==> config.mk <==
export PLATFORM = sky130hd
export DESIGN_NAME = room_loader
export DESIGN_NICKNAME = d
export VERILOG_FILES = /design/src/rtl/room_loader.sv
export SDC_FILE = /design/constraint.sdc
export NUM_CORES = 1
export LEC_CHECK = 0
export BUFFER_PORTS_ARGS = -buffer_cell sky130_fd_sc_hd__buf_4
export CAP_MARGIN = 30
export CORE_MARGIN = 2
export CORE_UTILIZATION = 30
export DETAILED_ROUTE_END_ITERATION = 6
export PLACE_DENSITY = 0.56
export SYNTH_ARGS = -nofsm -noshare
export SYNTH_HDL_FRONTEND = slang
export SYNTH_SLANG_ARGS = --single-unit
==> constraint.sdc <==
create_clock -name clk -period 2.4 [get_ports clk]
set_clock_uncertainty 0.1 [all_clocks]
set_input_delay 0 -clock clk [delete_from_list [all_inputs] [get_ports clk]]
set_output_delay 0 -clock clk [all_outputs]
set_load 0.05 [all_outputs]
==> src/rtl/room_loader.sv <==
// room_loader
//   Answers the game-state FSM's INITIALIZATION handshake. When the FSM enters
//   INIT, this block copies the current room's turret/button descriptors from
//   the room ROM into the object RAM. It then zeroes every bullet slot and
//   raises done_init. While the game is in PROGRESSING, it turns the player
//   reaching the exit into a room change or a win, and it owns the room index.
//
// Ports
//   clk, reset          clock; asynchronous active-high reset
//   game_state          FSM state (0000 INIT, 0010 PROGRESSING, ...)
//   exit_reached        level: player is standing on the room exit
//   rom_addr/rom_data   room ROM; data arrives one cycle after the address
//   obj_we/addr/wdata   object RAM write port (slots 0..K-1 = descriptors,
//                       K..T-1 = bullets)
//   done_init           room is fully loaded (held while still in INIT)
//   player_change_room  one-cycle request to move to the next room
//   player_won          sticky: exit reached in the last room
//   room_idx            current room
module room_loader #(
  parameter int NUM_TURRETS = 4,
  parameter int NUM_BUTTONS = 2,
  parameter int NUM_BULLETS = 8,
  parameter int NUM_ROOMS   = 4,
  parameter int ENTRY_W     = 16,
  localparam int K    = NUM_TURRETS + NUM_BUTTONS,
  localparam int T    = K + NUM_BULLETS,
  localparam int RA_W = $clog2(NUM_ROOMS * K),
  localparam int OA_W = $clog2(T),
  localparam int RM_W = $clog2(NUM_ROOMS)
) (
  input  logic               clk,
  input  logic               reset,
  input  logic [3:0]         game_state,
  input  logic               exit_reached,
  output logic [RA_W-1:0]    rom_addr,
  input  logic [ENTRY_W-1:0] rom_data,
  output logic               obj_we,
  output logic [OA_W-1:0]    obj_addr,
  output logic [ENTRY_W-1:0] obj_wdata,
  output logic               done_init,
  output logic               player_change_room,
  output logic               player_won,
  output logic [RM_W-1:0]    room_idx
);

  localparam logic [3:0] GS_INIT = 4'b0000;
  localparam logic [3:0] GS_PROG = 4'b0010;
  // Counter must reach NUM_BULLETS+1 in CLEAR (last write plus one settle cycle).
  localparam int CNT_W = OA_W + 1;

  typedef enum logic [1:0] {IDLE, LOAD, CLEAR, DONE} state_t;

  state_t               state_q, state_d;
  logic [CNT_W-1:0]     cnt_q, cnt_d;
  logic [RA_W-1:0]      rom_addr_q, rom_addr_d;
  logic                 obj_we_q, obj_we_d;
  logic [OA_W-1:0]      obj_addr_q, obj_addr_d;
  logic [ENTRY_W-1:0]   obj_wdata_q, obj_wdata_d;
  logic                 done_q, done_d;
  logic                 pcr_q, pcr_d;
  logic                 won_q, won_d;
  logic [RM_W-1:0]      room_q, room_d;
  logic                 pending_q, pending_d;
  logic                 exit_prev_q, exit_prev_d;

  logic                 in_init;
  logic                 exit_edge;
  logic [RM_W-1:0]      room_sel;

  assign in_init   = (game_state == GS_INIT);
  assign exit_edge = exit_reached & ~exit_prev_q & (game_state == GS_PROG);
  // Room used for the load: the pending advance is applied on INIT entry.
  assign room_sel  = pending_q ? room_q + RM_W'(1) : room_q;

  always_comb begin
    state_d     = state_q;
    cnt_d       = cnt_q;
    rom_addr_d  = rom_addr_q;
    obj_we_d    = 1'b0;
    obj_addr_d  = obj_addr_q;
    obj_wdata_d = obj_wdata_q;
    done_d      = done_q;
    pcr_d       = 1'b0;
    won_d       = won_q;
    room_d      = room_q;
    pending_d   = pending_q;
    exit_prev_d = exit_reached;

    case (state_q)
      IDLE: begin
        if (in_init) begin
          state_d    = LOAD;
          cnt_d      = '0;
          room_d     = room_sel;
          pending_d  = 1'b0;
          rom_addr_d = RA_W'(int'(room_sel) * K);
        end
      end
      LOAD: begin
        if (!in_init) begin
          state_d = IDLE;
        end else begin
          // Data for address j-1 is on rom_data while address j is driven.
          if (cnt_q != '0) begin
            obj_we_d    = 1'b1;
            obj_addr_d  = OA_W'(cnt_q - CNT_W'(1));
            obj_wdata_d = rom_data;
          end
          if (cnt_q == CNT_W'(K - 1)) begin
            state_d = CLEAR;
            cnt_d   = '0;
          end else begin
            cnt_d      = cnt_q + CNT_W'(1);
            rom_addr_d = rom_addr_q + RA_W'(1);
          end
        end
      end
      CLEAR: begin
        if (!in_init) begin
          state_d = IDLE;
        end else begin
          if (cnt_q == '0) begin
            // Trailing ROM descriptor still in flight from LOAD.
            obj_we_d    = 1'b1;
            obj_addr_d  = OA_W'(K - 1);
            obj_wdata_d = rom_data;
          end else if (cnt_q <= CNT_W'(NUM_BULLETS)) begin
            obj_we_d    = 1'b1;
            obj_addr_d  = OA_W'(K - 1) + OA_W'(cnt_q);
            obj_wdata_d = '0;
          end
          // One extra cycle so done_init rises after the last write is visible.
          if (cnt_q == CNT_W'(NUM_BULLETS + 1)) begin
            state_d = DONE;
            done_d  = 1'b1;
          end else begin
            cnt_d = cnt_q + CNT_W'(1);
          end
        end
      end
      DONE: begin
        if (!in_init) begin
          state_d = IDLE;
          done_d  = 1'b0;
        end
      end
      default: state_d = IDLE;
    endcase

    // Exit edges only count in PROGRESSING, so they never race an INIT entry.
    if (exit_edge) begin
      if (room_q == RM_W'(NUM_ROOMS - 1)) begin
        won_d = 1'b1;
      end else if (!pending_q) begin
        pcr_d     = 1'b1;
        pending_d = 1'b1;
      end
    end
  end

  always_ff @(posedge clk or posedge reset) begin
    if (reset) begin
      state_q     <= IDLE;
      cnt_q       <= '0;
      rom_addr_q  <= '0;
      obj_we_q    <= 1'b0;
      obj_addr_q  <= '0;
      obj_wdata_q <= '0;
      done_q      <= 1'b0;
      pcr_q       <= 1'b0;
      won_q       <= 1'b0;
      room_q      <= '0;
      pending_q   <= 1'b0;
      exit_prev_q <= 1'b0;
    end else begin
      state_q     <= state_d;
      cnt_q       <= cnt_d;
      rom_addr_q  <= rom_addr_d;
      obj_we_q    <= obj_we_d;
      obj_addr_q  <= obj_addr_d;
      obj_wdata_q <= obj_wdata_d;
      done_q      <= done_d;
      pcr_q       <= pcr_d;
      won_q       <= won_d;
      room_q      <= room_d;
      pending_q   <= pending_d;
      exit_prev_q <= exit_prev_d;
    end
  end

  assign rom_addr           = rom_addr_q;
  assign obj_we             = obj_we_q;
  assign obj_addr           = obj_addr_q;
  assign obj_wdata          = obj_wdata_q;
  assign done_init          = done_q;
  assign player_change_room = pcr_q;
  assign player_won         = won_q;
  assign room_idx           = room_q;

endmodule

==> flow_metrics.py <==
metrics = {
    "timing": {
        "hold_viol": 0,
        "rsz0062_at_grt": "false",
        "slew_headroom_pct": 65.1,
        "max_clock_freq_ghz": 0.446,
        "fin_crit_ns": 2.24,
        "whs_ns": 0.0694,
        "worst_slack_ns": 0.157,
        "finalSetupViolCount": 0,
        "maxSlewViolCount": 0,
        "finalCritPeriodShare_pct": 93.5,
        "worst_pin_slew_ns": 0.523,
        "final.setup.tns_ns": 0,
    },
    "route": {
        "ant_nets": 0,
        "drtIter0Drc": 84,
        "via_per_inst": 4.68,
        "drc_errors": 0,
        "vias": 1964,
        "totalWireLength_mm": 5.34,
        "drt_first_pass_iters": 4,
        "detail_route.wl_per_cell_um": 12.7,
    },
    "synthesis": {
        "synthFlopType": "dfrtp_1",
        "netlist_area_um2": 2350,
        "synth_top_area_cell": "dfrtp_1",
        "synth_edf_count": 0,
        "avgSynthCellArea_um2": 9.99,
        "synthTopCellsByArea": "dfrtp_1, mux2i_1, ha_1",
        "synth_cells": 235,
        "yosysTopAreaCellShare_pct": 42.6,
        "yosysWarnings": 0,
        "yosysUniqueCellTypes": 48,
        "ys_seq_area_share_pct": 42.6,
        "async_reset_ff_share_pct": 100,
        "syn-num-nets": 272,
        "synth.ff_latch_count": 40,
    },
    "global_route": {
        "grt_pass1_wl_mm": 9.32,
        "grt.total_usage_pct": 13.4,
        "grt_pass1_vias": 2012,
        "use_met3_pct": 3.34,
        "grt_max_degree": 41,
        "grt-ovfl-total": 0,
        "antenna_found_initial": 0,
        "grt_use_met1_pct": 17.0,
        "grt-busiest-layer": "met2",
        "use_met2_pct": 22.1,
    },
    "placed_design": {
        "port_buffers": 53,
        "dp_hpwl_mm": 3.72,
        "pre_cts_slack_ns": 0.177,
        "placed_cell_area_um2": 2920,
        "routabilityCongestion": 0.789,
    },
    "worst_setup_path": {
        "cp_max_fo": 6,
        "cpPeakStageDelay_ns": 0.56,
        "crit_path_top_delay_cell": "or4b_1",
        "critical_path_required_ns": 2.48,
        "worstPathArrival_ns": 2.32,
        "critPathLaunchType": "register",
        "worstSetupPathType": "reg2reg",
        "end_kind": "register",
        "path_cells": "inv_1, ha_1, or4b_1, nor2_4, a2111oi_4, buf_4, mux2_4",
    },
    "pwr": {
        "ir_drop_v": 0.000313,
        "powerDensity_nw_per_um2": 1170,
        "seq_power_share_pct": 28.7,
        "total_leakage_power_nw": 1.55,
        "p_total_w": 0.00378,
        "switching_power_w": 0.00179,
        "cell_internal_pwr_w": 0.00198,
        "comb_power_share_pct": 56.6,
        "swShare_pct": 47.4,
        "power_frac_clock_pct": 14.7,
    },
    "layout": {
        "fillers": 724,
        "drive_gt1_share_pct": 27.0,
        "design_area_um2": 3240,
        "finish.net_count": 354,
        "num_antenna_cells": 0,
        "syn2layout_area_growth_pct": 37.9,
    },
    "clock_network": {
        "htreeDepth": 2,
        "cts_tree": "done",
        "worstSkewPairLatency_ns": 0.29,
        "clkTransAtPathRegs_ns": 0.08,
        "clockBufferDepth": 2,
        "cts_buffers": 5,
        "cts-root-buf": "clkbuf_8",
        "clock_sinks": 40,
    },
    "floorplan": {
        "rows": 32,
        "die_x_um": 92.5,
        "die_h_um": 92.5,
        "boundaryPins": 54,
        "start_util_pct": 30.7,
        "dieArea_um2": 8550,
        "core_um2": 7650,
    },
    "hold_path": {
        "min_path_type": "in2reg",
    },
    "run": {
        "drv_cap": 0,
    },
    "run_status": {
        "status": "finished, final reports clean",
    },
}
==> cells in the mapped netlist (3+ instances only) <==
master and instances:
dfrtp_1 40, mux2_2 3, nor2_1 8, nor3_1 4, ha_1 14, xnor2_1 3, nand2_1 28, a221o_1 3
buf_2 3, clkbuf_1 5, nand3_1 6, o21ai_0 10, mux2i_1 21, mux2_4 3, a221oi_1 3, a21oi_1 6
inv_1 32
==> power groups by stage <==
stage	Combinational [W]	Clock [W]	Sequential (W)
after floorplan	0.000814	0	0.00178
after global placement	0.00210	0	0.00110
after detailed placement	0.00211	0	0.00109
after CTS	0.00214	0.000580	0.00109
after global routing	0.00231	0.000603	0.00112
final	0.00214	0.000556	0.00108
==> repair_timing <==
item                       4_1_cts  5_1_grt
hold endpoints to repair        59        0
resized for setup                0        1
hold buffers                    20        0
setup endpoints to repair        0        5
setup buffers                    0        0
==> cells in the final DEF, fill, tap and decap left out, drive strengths merged, types with 2 or more instances in the layout <==
cell type / count
a211oi: 2
o21ai: 11
a31oi: 2
xnor2: 3
dfrtp: 40
nand2: 28
nand3: 6
nor3: 4
ha: 14
o22ai: 2
o22a: 2
o31ai: 2
nor2: 9
a221o: 3
nand4bb: 2
mux2i: 21
dlygate4sd3: 20
a32o: 2
a21o: 2
nor4b: 2
inv: 32
buf: 66
clkbuf: 5
a221oi: 3
a21oi: 6
mux2: 6
nor4: 3
nand2b: 2
==> path summary, 6_finish.rpt <==
| kind | end | from | depth (start not counted) | slack, ns |
|---|---|---|---|---|
| setup / recovery | obj_addr[0] | cnt_q[1] | 7 | 0.16 |
| hold / removal | obj_we | game_state[2] | 5 | 0.07 |
| setup reg to reg | obj_addr[0] | cnt_q[1] | 7 | 0.16 |
| hold reg to reg | player_won | player_won | 1 | 0.39 |
| max in group asynchronous | obj_wdata[1] | reset | 4 | 1.54 |
| min in group asynchronous | obj_wdata[12] | reset | 4 | 0.31 |
==> per-stage QoR <==
step	utilization (%)	instances
2_1_floorplan	-	235
3_3_place_gp	38.2	392
3_5_place_dp	38.2	392
4_1_cts	42.3	420
5_1_grt	42.4	420
6_report	42.4	420
==> kinds of logic (layout without fill, tap and decap cells) <==
group           count (synthesis)  count (layout)  share of synthesized area, %
compound gates                 43              43                          13.6
xor+xnor                        4               4                          1.49
fa+ha+maj                      14              14                          7.46
buf+inv                        43             126                          7.67
flops                          40              40                          42.6
mux                            27              27                          12.3
simple gates                   64              64                          14.8
==> worst max-delay path, delay by kind of cell, from the launching register on <==
| kind | cells | cell delay (ns) |
|---|---|---|
| and+or+nand+nor | 2 | 0.70 |
| adders and majority gates | 1 | 0.19 |
| DFF | 1 | 0.43 |
| buffers and inverters | 2 | 0.33 |
| muxes | 1 | 0.29 |
| AOI/OAI and AO/OA | 1 | 0.07 |
==> cell type report <==
class	instances	area, um2	area share (%)
Multi-Input combinational cell	152	1170	36.0
Sequential cell	40	1000	30.9
Timing Repair Buffer	86	712	22.0
Tap cell	102	128	3.94
Inverter	32	120	3.71
Clock buffer	5	68.8	2.12
Clock inverter	3	42.5	1.31
==> registers in the layout, summed over array words and instances, names as in the netlist <==
| register | cells |
|---|---|
| state_q | 2 |
| room_idx | 2 |
| obj_wdata | 16 |
| cnt_q | 5 |
| rom_addr | 5 |
| player_change_room | 1 |
| obj_addr | 4 |
| pending_q | 1 |
| done_init | 1 |
| obj_we | 1 |
| player_won | 1 |
| exit_prev_q | 1 |
==> per-layer routing <==
| metal | wire [um] | share of wire (%) | vias up |
|---|---|---|---|
| met5 | 0 | 0 | - |
| met4 | 74 | 1.4 | 0 |
| met3 | 279 | 5.2 | 7 |
| met2 | 2430 | 45 | 49 |
| met1 | 2560 | 48 | 926 |
| li1 | - | - | 982 |
Note: power is estimated with default switching activity, not from simulation.
